--- src/rtl/stack_alu_ctrl.sv ---
// stack_alu_ctrl: executes one binary op (b OP a) on the top two stack
// entries and hands the result back to the stack through a pop_alu strobe.
// Optional feature macro: STACK_ALU_MULDIV_EN builds the iterative
// multiply/divide datapath. Without it, ops 6/7 report an illegal op.
//
// state  | meaning
// -------+------------------------------------------------------------
// S_IDLE | waiting for op_valid; op_ready high once out of reset
// S_ITER | 32 shift-add / restoring-divide iterations (muldiv build)
// S_WB   | pop_alu high for one cycle with result
// S_ERR  | error high for one cycle, no writeback
module stack_alu_ctrl (
  input  logic        clock,
  input  logic        reset,
  input  logic        op_valid,
  input  logic [2:0]  op_code,
  output logic        op_ready,
  input  logic [4:0]  depth,
  input  logic [31:0] operand_a,
  input  logic [31:0] operand_b,
  output logic        pop_alu,
  output logic [31:0] result,
  output logic        busy,
  output logic        error,
  output logic [1:0]  err_code
);

  typedef enum logic [1:0] {S_IDLE, S_ITER, S_WB, S_ERR} state_t;

  localparam logic [1:0] EC_NONE      = 2'd0;
  localparam logic [1:0] EC_UNDERFLOW = 2'd1;
  localparam logic [1:0] EC_DIVZERO   = 2'd2;
  localparam logic [1:0] EC_ILLEGAL   = 2'd3;

  state_t      state;
  logic        accept;
  logic [31:0] alu_out;

  assign accept = op_valid & op_ready;

  // Single-cycle ops evaluated straight from the operands at the accept edge.
  always_comb begin
    alu_out = '0;
    case (op_code)
      3'd0:    alu_out = operand_b + operand_a;
      3'd1:    alu_out = operand_b - operand_a;
      3'd2:    alu_out = operand_b & operand_a;
      3'd3:    alu_out = operand_b | operand_a;
      3'd4:    alu_out = operand_b ^ operand_a;
      3'd5:    alu_out = {31'd0, $signed(operand_b) < $signed(operand_a)};
      default: alu_out = '0;
    endcase
  end

`ifdef STACK_ALU_MULDIV_EN
  // it_a: multiplicand (mul) or divisor (div)
  // it_b: multiplier shifted right (mul) or dividend/quotient shifted left (div)
  // it_acc: product accumulator (mul) or partial remainder (div)
  logic [31:0] it_a, it_b, it_acc;
  logic        it_div;
  logic [4:0]  it_cnt;
  logic [31:0] it_a_nxt, it_b_nxt, it_acc_nxt;
  logic [32:0] div_shift;
  logic [32:0] div_diff;
  logic        div_ge;

  // One iteration of either the shift-add multiply or the restoring divide.
  always_comb begin
    div_shift  = {it_acc, it_b[31]};
    div_ge     = div_shift >= {1'b0, it_a};
    div_diff   = div_shift - {1'b0, it_a};
    it_a_nxt   = it_a;
    it_b_nxt   = it_b;
    it_acc_nxt = it_acc;
    if (it_div) begin
      it_acc_nxt = div_ge ? div_diff[31:0] : div_shift[31:0];
      it_b_nxt   = {it_b[30:0], div_ge};
    end else begin
      it_acc_nxt = it_acc + (it_b[0] ? it_a : 32'd0);
      it_a_nxt   = {it_a[30:0], 1'b0};
      it_b_nxt   = {1'b0, it_b[31:1]};
    end
  end
`endif

  // Controller FSM with registered outputs; a reset drops any op in flight.
  always_ff @(posedge clock or negedge reset) begin
    if (!reset) begin
      state    <= S_IDLE;
      op_ready <= 1'b0;
      pop_alu  <= 1'b0;
      result   <= '0;
      busy     <= 1'b0;
      error    <= 1'b0;
      err_code <= EC_NONE;
`ifdef STACK_ALU_MULDIV_EN
      it_a     <= '0;
      it_b     <= '0;
      it_acc   <= '0;
      it_div   <= 1'b0;
      it_cnt   <= '0;
`endif
    end else begin
      pop_alu <= 1'b0;
      error   <= 1'b0;
      result  <= '0;
      case (state)
        S_IDLE: begin
          op_ready <= 1'b1;
          busy     <= 1'b0;
          if (accept) begin
            op_ready <= 1'b0;
            busy     <= 1'b1;
            err_code <= EC_NONE;
            if (depth < 5'd2) begin
              state    <= S_ERR;
              error    <= 1'b1;
              err_code <= EC_UNDERFLOW;
            end else if (op_code[2:1] == 2'b11) begin
`ifdef STACK_ALU_MULDIV_EN
              if (op_code[0] && (operand_a == 32'd0)) begin
                // Divide by zero still writes back, with an all-ones result.
                state    <= S_WB;
                pop_alu  <= 1'b1;
                result   <= '1;
                error    <= 1'b1;
                err_code <= EC_DIVZERO;
              end else begin
                state  <= S_ITER;
                it_div <= op_code[0];
                it_a   <= op_code[0] ? operand_a : operand_b;
                it_b   <= op_code[0] ? operand_b : operand_a;
                it_acc <= '0;
                it_cnt <= 5'd31;
              end
`else
              state    <= S_ERR;
              error    <= 1'b1;
              err_code <= EC_ILLEGAL;
`endif
            end else begin
              state   <= S_WB;
              pop_alu <= 1'b1;
              result  <= alu_out;
            end
          end
        end
        S_ITER: begin
`ifdef STACK_ALU_MULDIV_EN
          it_a   <= it_a_nxt;
          it_b   <= it_b_nxt;
          it_acc <= it_acc_nxt;
          it_cnt <= it_cnt - 5'd1;
          if (it_cnt == 5'd0) begin
            state   <= S_WB;
            pop_alu <= 1'b1;
            result  <= it_div ? it_b_nxt : it_acc_nxt;
          end
`else
          state <= S_IDLE;
`endif
        end
        S_WB, S_ERR: begin
          state    <= S_IDLE;
          op_ready <= 1'b1;
          busy     <= 1'b0;
        end
        default: state <= S_IDLE;
      endcase
    end
  end

endmodule

--- config.mk ---
export PLATFORM = sky130hd
export DESIGN_NAME = stack_alu_ctrl
export DESIGN_NICKNAME = d
export VERILOG_FILES = /design/src/rtl/stack_alu_ctrl.sv
export SDC_FILE = /design/constraint.sdc
export NUM_CORES = 1
export LEC_CHECK = 0
export ABC_AREA = 1
export CAP_MARGIN = 0
export CORE_ASPECT_RATIO = 1.1
export CORE_MARGIN = 2
export CORE_UTILIZATION = 53
export CTS_CLUSTER_DIAMETER = 150
export CTS_CLUSTER_SIZE = 24
export DETAILED_ROUTE_END_ITERATION = 10
export PLACE_DENSITY = 0.82
export SYNTH_ARGS = -nofsm -noshare
export SYNTH_HDL_FRONTEND = slang
export SYNTH_SLANG_ARGS = --single-unit
--- constraint.sdc ---
create_clock -name clock -period 2.7 [get_ports clock]
set_clock_uncertainty 0.15 [all_clocks]
set_input_delay 0.405 -clock clock [delete_from_list [all_inputs] [get_ports clock]]
set_output_delay 0.405 -clock clock [all_outputs]
set_load 0.01 [all_outputs]
======== After elaboration in Yosys (flattened, before gate mapping) ========
Index checks and enable logic that the tools add are counted.
word-level totals
  register bits ........................... 40
  bits in latches ......................... 0
  bits in writable memories ............... 0
  bits in read-only memories .............. 0
  input port bits ......................... 75
  output and inout port bits .............. 38
  logic and storage cells ................. 54
  memories kept ........................... 0
operators by class
  $add $sub $neg .......................... 2
  $mul .................................... 0
  divide/modulo/power cells ............... 0
  $lt $le $gt $ge ......................... 2
  equality and inequality tests ........... 10
  shift operators ......................... 0
  mux-type cells .......................... 23
  bitwise operators ....................... 4
  reduce and logical (&&, ||, !) cells .... 6
operator list
  kind                                                        number
  one-hot mux 32 bit (6 select lines)                         1
  two-way mux 32 bit                                          4
  adder 32 bit                                                1
  AND 32 bit                                                  1
  less-than comparator 32 bit                                 1
  OR 32 bit                                                   1
  subtractor 32 bit                                           1
  bitwise XOR 32 bit                                          1
  two-way mux 1 bit                                           12
  == test 2 bit, second input constant                        3
  == test 3 x 2 -> 1 bit, second input constant               2
  == test 3 bit, second input constant                        2
  two-way mux 2 bit                                           3
  less-than comparator 5 x 2 -> 1 bit, second input constant  1
  one-hot mux 1 bit (2 select lines)                          2
  one-hot mux 2 bit (2 select lines)                          1
  == test 3 x 1 -> 1 bit, second input constant               1
  logical NOT 3 bit                                           1
  OR reduction 3 bit                                          1
  == test 2 x 1 -> 1 bit, second input constant               1
  logical NOT 2 bit                                           1
  != test 2 bit, second input constant                        1
  AND reduction 2 bit                                         1
  nonzero test 2 bit                                          1
  other kinds (2)                                             2

======== Depth between registers and ports, before layout ========
Gate-level depths: netlist of the first run.
  depth in word-level cells ............... 6
  mapped depth ............................ 18
  depth with buffers taken out ............ 17

======== Worst setup path after synthesis of the first run ========
OpenSTA, ideal clock, no wires.
  kind .................................... input-to-reg
  from .................................... input operand_a[0]
  to ...................................... register result[10]
  library setup time ...................... 0.114 ns
  data arrival time ....................... 1.924 ns
  required time ........................... 2.436 ns
  setup slack ............................. 0.512 ns
  stages .................................. 14
  buffers on the path ..................... 0
  cell sequence ........................... ha_1 fa_1 nand3_1 nand3_1 nand2_1 nand2_1 nand2_1 nand2_1 nand2_1 o21ai_0 a21oi_1 o21ai_0 nand2_1 inv_1
on the way
  longest elaborated chain between the ends .. 6
  elaborated cells between the ends (all ways) .. 7
  classes of those cells .................. add/sub (2); mux (5)
ends and longest elaborated chain
  item                                                      RTL line  RTL
  start, declared                                           19        input logic [31:0] operand_a,
  subtractor 32 bit / adder 32 bit (equally long branches)  46, 45
  one-hot mux 32 bit (6 select lines) (*)                   44        case (op_code)
  two-way mux 32 bit (*)                                    119       end else if (op_code[2:1] == 2'b11) begin
  two-way mux 32 bit (*)                                    115       if (depth < 5'd2) begin
  two-way mux 32 bit (*)                                    111       if (accept) begin
  two-way mux 32 bit (*)                                    107       case (state)
  end signal, assigned                                      144       result <= alu_out;
  end, declared                                             22        output logic [31:0] result,
Mark *: on every way between the ends. The rest lies on a longest branch, timed or not.
A chain may end at the register's enable or synchronous reset.

======== Final worst setup path of the first run ========
  from .................................... input operand_a[1]
  to ...................................... register result[28]
Same word-level chain as after synthesis.

==> impl_metrics.json, run 1 <==
{
  "fp-row-count": 46,
  "clock-sinks": 40,
  "final_nets": 1896,
  "cts.hold.buffers_added": 0,
  "post-route-min-period_ps": 2640,
  "routed-via-count": 10123,
  "synth_area_leader_cell": "nand2_1",
  "synth_top_cell_area_share": 0.222,
  "fillers": 1158,
  "fin_util": 0.776,
  "final_cell_mix": "nand2_1, inv_1, buf_4",
  "synth_nets": 1586,
  "place_ws_ps": -384,
  "port_buffers": 111,
  "cts_buffer_depth": 2,
  "mostFrequentLayoutCell": "nand2_1",
  "ys_ff_latch": 40,
  "fin_tns_setup_ps": 0,
  "fin_crit_sh": 0.978,
  "cts_tree": "done",
  "synth_cell_types": 39,
  "initial_core_util": 0.541,
  "slew_headroom": 0.285,
  "rsz0062_at_grt": "true",
  "slew_violations": 0,
  "antenna_left": 0,
  "path_cells": "clkdlybuf4s50_1 > inv_1 > fa_2 > nand2_2 > nand2_2 > and2_1 > nand2_1 > nand3b_1 > nand2_1 > nand3_1 > nand3_1 > nand3_1 > nand2_1 > inv_1",
  "syn_area_um2": 7750,
  "drc": 0,
  "dieArea_um2": 15600,
  "critPathMaxStageDelay_ps": 500,
  "synth_seq_area_share": 0.129,
  "post_drt_wl_per_cell_um": 16.4,
  "dieWidth_um": 119,
  "cts_root_buf": "clkbuf_16",
  "grt_overflow": 0,
  "diodes": 0,
  "postSynthAreaPerCell_um2": 5.51,
  "worst_slack_ps": 59.3,
  "insertion_delay_ps": 290,
  "worstPathArrival_ps": 2680,
  "grt_use_total": 0.379,
  "peakVddDrop_mv": 0.253,
  "drive_above_1_share": 0.201,
  "pin_count": 113,
  "end_kind": "flop",
  "grt_max_degree": 41,
  "firstDrtPassIters": 7,
  "place_hpwl_um": 24900,
  "start_kind": "input pin",
  "crit_required_ps": 2740,
  "hold_class": "input pin to async pin",
  "via_per_inst": 5.30,
  "syn_inst": 1406,
  "drv_cap": 0,
  "routed-wl-met2_um": 15100,
  "cts_made_buffers": 5,
  "routed_wl_um": 31300,
  "antenna_found_initial": 0,
  "crit_type": "input pin to flop",
  "wl_met3_um": 2330,
  "finalSetupViolCount": 0,
  "die_y_um": 131,
  "status": "finished, final reports clean",
  "drt-met1-wl_um": 11800,
  "tightest_slew_ps": 1070,
  "grt_pass1_vias": 9557,
  "leakage_uw": 0.00649,
  "clk_pin_slew_ps": 70,
  "cts_max_level": 2,
  "hold_viol_final": 0,
  "detail_route.iter0.violations": 1063,
  "grt_pass1_wl_um": 46700,
  "top_layer": "met4",
  "place_congestion": 1.05,
  "fmax_ghz": 0.379,
  "synth_area_leaders": "nand2_1, ha_1, inv_1",
  "core_um2": 14300,
  "yosysWarnings": 0,
  "area_growth_syn_to_layout_pct": 43.6,
  "crit_fanout": 4,
  "power.density_nw_per_um2": 314,
  "total_power_uw": 3490,
  "slowest_stage": "clkdlybuf4s50_1"
}
-- registers in the layout, summed over array words and instances, names as in the netlist --
register  count
error         1
pop_alu       1
result       32
op_ready      1
busy          1
err_code      2
state         2
-- worst paths after layout --
| check | from | endpoint | slack, ps | depth (start not counted) |
|---|---|---|---|---|
| hold reg to reg | busy | busy | 340 | 2 |
| hold / removal | reset | result[8] | 160 | 1 |
| max in group asynchronous | reset | result[22] | 1580 | 1 |
| min in group clock | busy | busy | 340 | 2 |
| setup / recovery | operand_a[1] | result[28] | 60 | 14 |
| setup reg to reg | op_ready | result[7] | 720 | 7 |
-- worst max-delay path, delay by kind of cell --
family | cells | cell delay (ps)
adders and majority gates | 1 | 430
buffers and inverters | 3 | 670
and+or+nand+nor | 10 | 1180
-- synthesized netlist by cell type (all sizes together) --
cell type and n:
and2 3, xnor2 1, ha 103, nand4 3, o22a 2, inv 318, clkinv 1, clkbuf 10
a21oi 93, o211ai 3, and3 4, or2 1, o22ai 28, nor2 149, nand3 79, fa 2
xor2 3, dfrtp 40, a31oi 1, nor3 14, buf 27, o21ai 38, nand3b 5, nor3b 1
a32o 1, o21bai 6, nand2 464, o221ai 4, nor4 2
-- logic make-up after synthesis --
| group | count (synthesis) | share of synthesized area |
|---|---|---|
| AO/OA/AOI/OAI | 176 | 0.125 |
| adder cells (fa/ha/maj) | 105 | 0.172 |
| flip-flops | 40 | 0.129 |
| XOR/XNOR | 4 | 0.00452 |
| buffers and inverters | 356 | 0.186 |
| AND/OR/NAND/NOR | 725 | 0.384 |
-- routing by layer --
layer | up-vias | global-route usage
met5 | - | 0
met4 | 0 | 0.219
met3 | 155 | 0.0525
met2 | 529 | 0.679
met1 | 4551 | 0.434
li1 | 4888 | -
-- area by class of cell --
type / instances / area, um2 / share of cell area
Inverter: 319 / 1200 / 0.108
Sequential cell: 40 / 1000 / 0.0900
Multi-Input combinational cell: 1010 / 5660 / 0.509
Tap cell: 192 / 240 / 0.0216
Timing Repair Buffer: 340 / 2860 / 0.257
Clock buffer: 5 / 125 / 0.0112
Clock inverter: 3 / 42.5 / 0.00382
-- through the flow --
stage               instance area (um2)  hold WS (ps)  instances
floorplan                          7750         -40.6       1406
global placement                  10600           317       1901
detailed placement                10600           348       1901
CTS                               10800           173       1909
global route                      11100           222       1909
finish                            11100           155       1909
-- power by group --
group          total, uW  leakage (uW)  switching (uW)  internal, uW
clock                736     0.0000798             300           436
sequential           668      0.000542            23.2           645
combinational       2080       0.00587            1180           899
-- what timing repair did --
action | in CTS | in global routing
gates cloned | 0 | 0
buffers inserted | 0 | 0
pin swaps | 0 | 3
gates resized for setup | 3 | 92
setup endpoints to repair | 5 | 24
No activity file was read; power rests on OpenSTA's default activity.
==> run 2: changes to the inputs <==
- TNS_END_PERCENT: default -> 20
==> run 2 against run 1 <==
Die area stayed put. Worst setup slack better by 6.1 ps. Register-to-register slack worse by 50 ps. Combinational power hardly changed. Utilization is 0.11 points lower. Critical path type unchanged. Critical endpoint is now result[30].
==> impl_metrics.json, run 2 (synthesized netlist as in run 1, its figures left out) <==
{
  "cts_max_level": 2,
  "start_kind": "input pin",
  "layout.cells.non_filler": 1909,
  "peakVddDrop_mv": 0.253,
  "die_y_um": 131,
  "end_kind": "flop",
  "via_per_inst": 5.36,
  "drc": 0,
  "place_congestion": 1.05,
  "dieArea_um2": 15600,
  "cts_root_buf": "clkbuf_16",
  "antenna_left": 0,
  "place_hpwl_um": 24900,
  "power.density_nw_per_um2": 313,
  "crit_fanout": 7,
  "detail_route.iter0.violations": 1143,
  "pin_count": 113,
  "routed_wl_um": 31200,
  "final_cell_mix": "nand2_1, inv_1, buf_4",
  "grt_pass1_wl_um": 46700,
  "final_nets": 1896,
  "worst_slack_ps": 65.4,
  "slew_headroom": 0.280,
  "largest-register": "result",
  "dieWidth_um": 119,
  "diodes": 0,
  "mostFrequentLayoutCell": "nand2_1",
  "grt_overflow": 0,
  "cts_made_buffers": 5,
  "clk_pin_slew_ps": 70,
  "clock-sinks": 40,
  "crit_type": "input pin to flop",
  "hold_viol_final": 0,
  "drv_cap": 0,
  "insertion_delay_ps": 290,
  "fin_crit_sh": 0.976,
  "total_power_uw": 3480,
  "area_growth_syn_to_layout_pct": 43.4,
  "grt_pass1_vias": 9557,
  "core_um2": 14300,
  "rsz0062_at_grt": "true",
  "crit_required_ps": 2740,
  "placed_cells": 1901,
  "firstDrtPassIters": 6,
  "grt_max_degree": 41,
  "largest_reg_flops": 32,
  "post-route-min-period_ps": 2630,
  "initial_core_util": 0.541,
  "leakage_uw": 0.00648,
  "holdWs_ps": 157,
  "fmax_ghz": 0.380,
  "status": "finished, final reports clean",
  "antenna_found_initial": 0,
  "fin_tns_setup_ps": 0,
  "top_regs": "result x32, err_code x2, state x2",
  "tightest_slew_ps": 1080,
  "routed-via-count": 10236,
  "hold_class": "input pin to async pin",
  "port_buffers": 111,
  "place_ws_ps": -384,
  "finalSetupViolCount": 0,
  "cts_tree": "done",
  "fp-row-count": 46,
  "post_drt_wl_per_cell_um": 16.3,
  "slew_violations": 0,
  "drive_above_1_share": 0.196,
  "cts_buffer_depth": 2,
  "grt_use_total": 0.379,
  "worstPathArrival_ps": 2680
}
-- run 2: cell counts in the layout (fill, tap and decap cells not counted) --
No cell type changed its count.
-- run 2: metrics by stage --
stage               cell area [um2]   util
detailed placement            10600  0.739
finish                        11100  0.775
floorplan                      7750      -
global placement              10600  0.739
global route                  11100  0.775
CTS                           10800  0.752
-- run 2: path summary, 6_finish.rpt --
| check | slack, ps | cells past startpoint | startpoint | to |
|---|---|---|---|---|
| worst max-delay path | 70 | 16 | operand_a[11] | result[30] |
| worst min-delay path | 160 | 1 | reset | result[8] |
| worst max register to register | 670 | 7 | op_ready | result[7] |
| min in group clock | 340 | 2 | busy | busy |
| worst min register to register | 340 | 2 | busy | busy |
| max in group asynchronous | 1570 | 1 | reset | result[0] |
-- run 2: report_power, final --
part,internal (uW),switching (uW),leakage (uW)
clock network,436,299,0.0000798
registers,645,22.5,0.000542
logic,898,1180,0.00586
-- run 2: area by class of cell --
type | count | area [um2]
Sequential cell | 40 | 1000
Fill cell | 1163 | 3220
Tap cell | 192 | 240
Timing Repair Buffer | 340 | 2860
Inverter | 319 | 1200
Multi-Input combinational cell | 1010 | 5640
Clock buffer | 5 | 125
Clock inverter | 3 | 42.5
-- run 2: routing by layer --
| metal | GRT usage | wire (um) | up-vias |
|---|---|---|---|
| met5 | 0 | 0 | - |
| met1 | 0.434 | 11500 | 4561 |
| met3 | 0.0525 | 2510 | 166 |
| met2 | 0.679 | 15100 | 610 |
| met4 | 0.219 | 2070 | 0 |
| li1 | - | - | 4899 |
-- run 2: what timing repair did --
item                       in CTS  in global routing
gates cloned                    0                  0
hold endpoints to repair        0                  0
setup endpoints to repair       5                 24
setup buffers                   0                  0
pin swaps                       0                  3
gates resized for setup         3                 85
hold buffers                    0                  0
-- run 2: critical path, stage by stage --
cell and delay (ps):
clkdlybuf4s50_1 490, inv_1 70, ha_2 340, nand2_1 150, inv_1 80, buf_4 130, nand2_1 80, inv_1 70
a21oi_1 240, nand2_2 140, nand2_2 110, nand3_1 80, nand3_1 100, nand3_1 80, nand2_1 60, inv_1 40
==> RTL edit 1, RTL diff (flow settings as in run 2) <==
Re-encode `state_t` (4 states) as one-hot, 4 bits wide.
--- a/src/rtl/stack_alu_ctrl.sv
+++ b/src/rtl/stack_alu_ctrl.sv
@@ -25,7 +25,7 @@
   output logic [1:0]  err_code
 );
 
-  typedef enum logic [1:0] {S_IDLE, S_ITER, S_WB, S_ERR} state_t;
+  typedef enum logic [3:0] {S_IDLE = 4'b0001, S_ITER = 4'b0010, S_WB = 4'b0100, S_ERR = 4'b1000} state_t;
 
   localparam logic [1:0] EC_NONE      = 2'd0;
   localparam logic [1:0] EC_UNDERFLOW = 2'd1;
Function: no difference found for any inputs over 10 cycles, from zero or initial values and one cycle with reset low; not proved beyond that.
==> RTL edit 1 against run 2 <==
- non-clock buffer count decreased by 16
- critical path type unchanged
- synthesized area up 1.6%
- sequential power is 12% higher
- critical path depth up 1
- total power rose by 11%
- setup slack lost 35 ps
- sequential cell count grew 1
- largest power group unchanged
- final cell count shrank 0.52%
- utilization decreased by 0.65 points
- clock power grew 19%
- wire length shrank 2.1%
- final area barely moved
==> RTL edit 1: results (changes against run 2) <==
[run_status]
status = complete, no violations  ; unchanged

[clocking]
clk_transition_reported_paths_ps = 90  ; was 70 ps
ctsLongestPathBuffers = 2  ; unchanged
cts_root_buffer = clkbuf_16  ; unchanged
cts_max_level = 2  ; unchanged
clock_latency_ps = 290  ; about the same
numCtsBuffers = 5  ; unchanged
post_cts_buffers = 0  ; unchanged

[synth]
yosysSeqAreaShare_pct = 13.1  ; was 12.9%
synth_fp_nets = 1591  ; was 1586
synth.area.top_cells = nand2_1 21%, ha_1 16%, inv_1 15%, dfrtp_1 13%, nor2_1 6.1%  ; was nand2_1 22%, ha_1 17%, inv_1 15%, dfrtp_1 13%, nor2_1 6.6%
synth_warnings = 0  ; unchanged
ys_top_cells_by_count = 447 x nand2_1, 324 x inv_1, 127 x nor2_1  ; was 459 x nand2_1, 310 x inv_1, 137 x nor2_1
postSynthCellCount = 1411  ; was 1406
synth_edf_count = 0  ; unchanged
async_flop_share_pct = 100  ; unchanged
synth.distinct_cells = 40  ; was 39
synthFlopType = dfrtp_1  ; unchanged

[finish]
reg_top3 = result x32, state x3, err_code x2  ; was result x32, err_code x2, state x2
final_cells = 1899  ; was 1909
antenna_cells = 0  ; unchanged
final.fill_count = 1183  ; was 1163
drive_above_1_share_pct = 19.2  ; was 19.6%

[drt]
drtPass1Iterations = 7  ; was 6
vias = 10102  ; was 10236
drt_iter0_markers = 1043  ; was 1143
finalWirelength_mm = 30.5  ; was 31.2 mm

[timing]
slew-limit-headroom_pct = 25.2  ; was 28.0%

[global_route]
use_met1_pct = 42.6  ; was 43.4%
grt_util_all_layers_pct = 36.3  ; was 37.9%
met3_usage_pct = 5.10  ; was 5.25%
gr-usage-met2_pct = 64.0  ; was 67.9%
grt_pass1_wl_mm = 45.8  ; was 46.7 mm
grt_pass1_vias = 9643  ; was 9557
antenna_found_initial = 0  ; unchanged
grt_max_degree = 42  ; was 41

[power]
ir_drop_mv = 0.363  ; was 0.253 mV
p_sw_mw = 1.64  ; was 1.50 mW
p_leak_nw = 6.59  ; was 6.48 nW

[worst_hold_path]
worstHoldPathType = in -> async  ; unchanged

[place]
hpwl_mm = 24.4  ; was 24.9 mm
port_buffers = 111  ; unchanged
gp_congestion = 1.03  ; was 1.05

[setup_path]
worstPathMaxFanout = 4  ; was 7
cp.arrival_ps = 2710  ; was 2680 ps

RTL edit 1: cell types whose count changed after synthesis, moves of 7 or more:
cell,delta
nor3_1,-7
inv_1,+14
nand2_1,-12
nor2_1,-10
nor2_2,+13
nand2_2,+7
a21oi_1,-9
clkbuf_1,-8
RTL edit 1: cell families (layout without fill, tap and decap cells):
family,count (synthesis),after routing,synth area share [%]
AO/OA/AOI/OAI,168,168,11.9
XOR/XNOR,9,9,1.00
adder cells (fa/ha/maj),105,105,16.9
buffers and inverters,366,662,18.8
flip-flops,41,41,13.1
AND/OR/NAND/NOR,722,722,38.3
RTL edit 1: worst paths after layout:
kind / endpoint / cells after the start / slack (ps) / start
worst max-delay path: result[15] / 17 / 30 / operand_a[1]
worst min-delay path: result[10] / 1 / 150 / reset
worst max register to register: result[5] / 7 / 890 / state[0]
worst min register to register: err_code[1] / 2 / 360 / err_code[1]
max in group asynchronous: error / 1 / 1530 / reset
min in group clock: err_code[1] / 2 / 360 / err_code[1]
RTL edit 1: metrics by stage:
stage                     hold slack, ps  setup slack [ps]  util (%)
final                                151              30.9      76.9
after global placement               315              -299      73.5
after floorplan                    -40.6               595         -
after detailed placement             343              -379      73.5
after global routing                 221              -151      76.9
after CTS                            174              11.4      74.9
RTL edit 1: metal layers:
layer,vias up,routed length (um)
li1,4857,-
met1,4527,11600
met5,-,0
met3,150,2780
met4,0,1770
met2,568,14400
RTL edit 1: critical path, stage by stage:
cell             delay, ps
clkdlybuf4s50_1        500
inv_1                  110
buf_4                  150
ha_1                   330
nor2_2                 160
nand2_1                 90
nand3_2                100
nand2_1                 80
nand2_2                120
nand2_2                 70
nand2_1                100
buf_4                  110
nand2_1                 40
nand3_1                 60
nand3_1                110
nand2_1                110
inv_1                   60
RTL edit 1: power groups by stage:
stage	combinational [mW]	clock (mW)	sequential (mW)
finish	2.23	0.876	0.748
global route	2.42	0.880	0.756
CTS	2.09	0.856	0.747
detailed placement	2.08	0	0.760
global placement	2.04	0	0.753
floorplan	1.06	0	0.790
RTL edit 1: cell type report:
cell class                      instances  area share (%)
Sequential cell                        41            9.25
Multi-Input combinational cell       1004            50.8
Clock inverter                          3           0.620
Inverter                              330            11.2
Timing Repair Buffer                  324            24.8
Clock buffer                            5            1.13
Tap cell                              192            2.16
RTL edit 1: timing repair:
item                                   in CTS  in global routing
gates resized for setup                     1                 66
endpoints found under the hold margin       0                  0
pin swaps                                   0                  2
setup endpoints to repair                   1                 25
cloned                                      0                  0
==> RTL edit 2, RTL diff (settings of run 2) <==
Made on the original files. The option `STACK_ALU_MULDIV_EN` is turned on by a define.
--- a/src/rtl/stack_alu_ctrl.sv
+++ b/src/rtl/stack_alu_ctrl.sv
@@ -9,6 +9,8 @@
 // S_ITER | 32 shift-add / restoring-divide iterations (muldiv build)
 // S_WB   | pop_alu high for one cycle with result
 // S_ERR  | error high for one cycle, no writeback
+`define STACK_ALU_MULDIV_EN
+
 module stack_alu_ctrl (
   input  logic        clock,
   input  logic        reset,
Function: changed (a bounded check fails within 4 cycles, from zero or initial values and one cycle with reset low).
==> RTL edit 2 against run 2 <==
- largest cell class unchanged
- die area grew 140%
- final area is 130% higher
- synthesized area rose by 150%
- register-to-register slack worse by 840 ps
- critical path depth unchanged
- setup slack got worse by 240 ps
- wire length increased to 2.8 times the old value
- final cell count increased by 130%
- the flow now finishes with violations (negative setup slack)
- sequential cell count rose by 102
Power is left out: it rests on default switching activity, and per cell area and clock period it moved more than threefold.
==> RTL edit 2: results (changes against run 2) <==
[finish]
final.fill_count = 3143  ; was 1163
nets = 4175  ; was 1896
drive_above_1_share_pct = 19.5  ; was 19.6%
antenna_cells = 0  ; unchanged

[synth]
ys_top_cells_by_count = 1133 x nand2_1, 548 x inv_1, 320 x nand3_1  ; was 459 x nand2_1, 310 x inv_1, 137 x nor2_1
synth_fp_nets = 3636  ; was 1586
synth_warnings = 0  ; unchanged
synthFlopType = dfrtp_1  ; unchanged
yosysSeqAreaShare_pct = 18.6  ; was 12.9%
synth.area.top_cells = nand2_1 22%, dfrtp_1 19%, inv_1 11%, ha_1 11%, nand3_1 8.4%  ; was nand2_1 22%, ha_1 17%, inv_1 15%, dfrtp_1 13%, nor2_1 6.6%
synth.distinct_cells = 50  ; was 39
async_flop_share_pct = 100  ; unchanged

[clocking]
cts_max_level = 4  ; was 2
cts_root_buffer = clkbuf_16  ; unchanged
ctsLongestPathBuffers = 2  ; unchanged
numCtsBuffers = 17  ; was 5
clock_latency_ps = 460  ; was 290 ps
clk_transition_reported_paths_ps = 70  ; about the same

[setup_path]
slowest_stage = dfrtp_1  ; was clkdlybuf4s50_1
critPathMaxStageDelay_ps = 410  ; was 490 ps
worstPathMaxFanout = 17  ; was 7
cp.arrival_ps = 3070  ; was 2680 ps

[run_status]
status = finished with violations  ; was complete, no violations
violations = negative setup slack

[global_route]
grt_pass1_wl_mm = 130  ; was 46.7 mm
grt_pass1_vias = 23849  ; was 9557
antenna_found_initial = 1  ; was 0
grt_max_degree = 87  ; was 41
grt_util_all_layers_pct = 45.6  ; was 37.9%

[place]
gp_congestion = 1.10  ; was 1.05
hpwl_mm = 70.0  ; was 24.9 mm
dp_slack_ps = -776  ; was -384 ps
port_buffers = 111  ; unchanged

[drt]
drtPass1Iterations = 8  ; was 6
wl_per_cell_um = 19.9  ; was 16.3 um
drt_iter0_markers = 2994  ; was 1143
via_per_inst = 5.68  ; was 5.36

[timing]
tightest_slew_ps = 545  ; was 1080 ps
setup_viol = 9  ; was 0
setup_slack_ps = -174  ; was 65.4 ps

[worst_hold_path]
worstHoldPathType = in -> async  ; unchanged

[job]
cap_violations = 0  ; unchanged

[RTL edit 2: metal layers]
metal	global-route usage, %	part of all wire, %
met2	73.8	45
met1	53.8	37
met4	32.7	8.3
met5	0	0.010
met3	8.89	9.7
[RTL edit 2: critical path: cells and delay by family (launching register included)]
kind / cells / cell delay (ps)
flops: 1 / 410
simple gates: 10 / 1150
compound gates: 2 / 440
fa+ha+maj: 1 / 330
buf+inv: 3 / 280
[RTL edit 2: path summary, 6_finish.rpt]
kind                           start  cells after the start    endpoint  slack, ps
setup / recovery             it_b[0]                     16  result[31]       -170
hold / removal                 reset                      2  it_acc[30]        320
setup reg to reg             it_b[0]                     16  result[31]       -170
hold reg to reg            it_cnt[3]                      2   it_cnt[3]        340
max in group asynchronous      reset                      3     it_b[7]       1380
min in group clock         it_cnt[3]                      2   it_cnt[3]        340
[RTL edit 2: cells by family after synthesis]
group                      count (synthesis)  synth area share (%)
muxes                                      2                 0.105
buffers and inverters                    677                  13.7
xor gates and xnor gates                  26                  1.19
adders and majority gates                168                  11.1
AOI/OAI and AO/OA                        501                  14.7
and+or+nand+nor                         1877                  40.6
DFF                                      142                  18.6
[RTL edit 2: cell type report]
class	count	share of cell area [%]
Inverter	555	8.04
Tap cell	487	2.35
Clock buffer	17	1.64
Clock inverter	15	0.458
Sequential cell	142	13.7
Multi-Input combinational cell	2574	53.3
Timing Repair Buffer	642	20.6
[RTL edit 2: metrics by stage]
stage                     std cells  area (um2)  setup TNS (ps)
after global placement         4388       24400          -28930
final                          4432       26000            -628
after floorplan                3393       19100               0
after global routing           4432       26000           -9810
after CTS                      4423       25000            -123
after detailed placement       4388       24400          -31650
[RTL edit 2: timing repair]
action | 4_1_cts | 5_1_grt
pin swaps | 1 | 27
hold endpoints to repair | 50 | 0
hold buffers | 1 | 0
setup buffers | 2 | 9
resized for setup | 21 | 192
setup endpoints to repair | 22 | 62
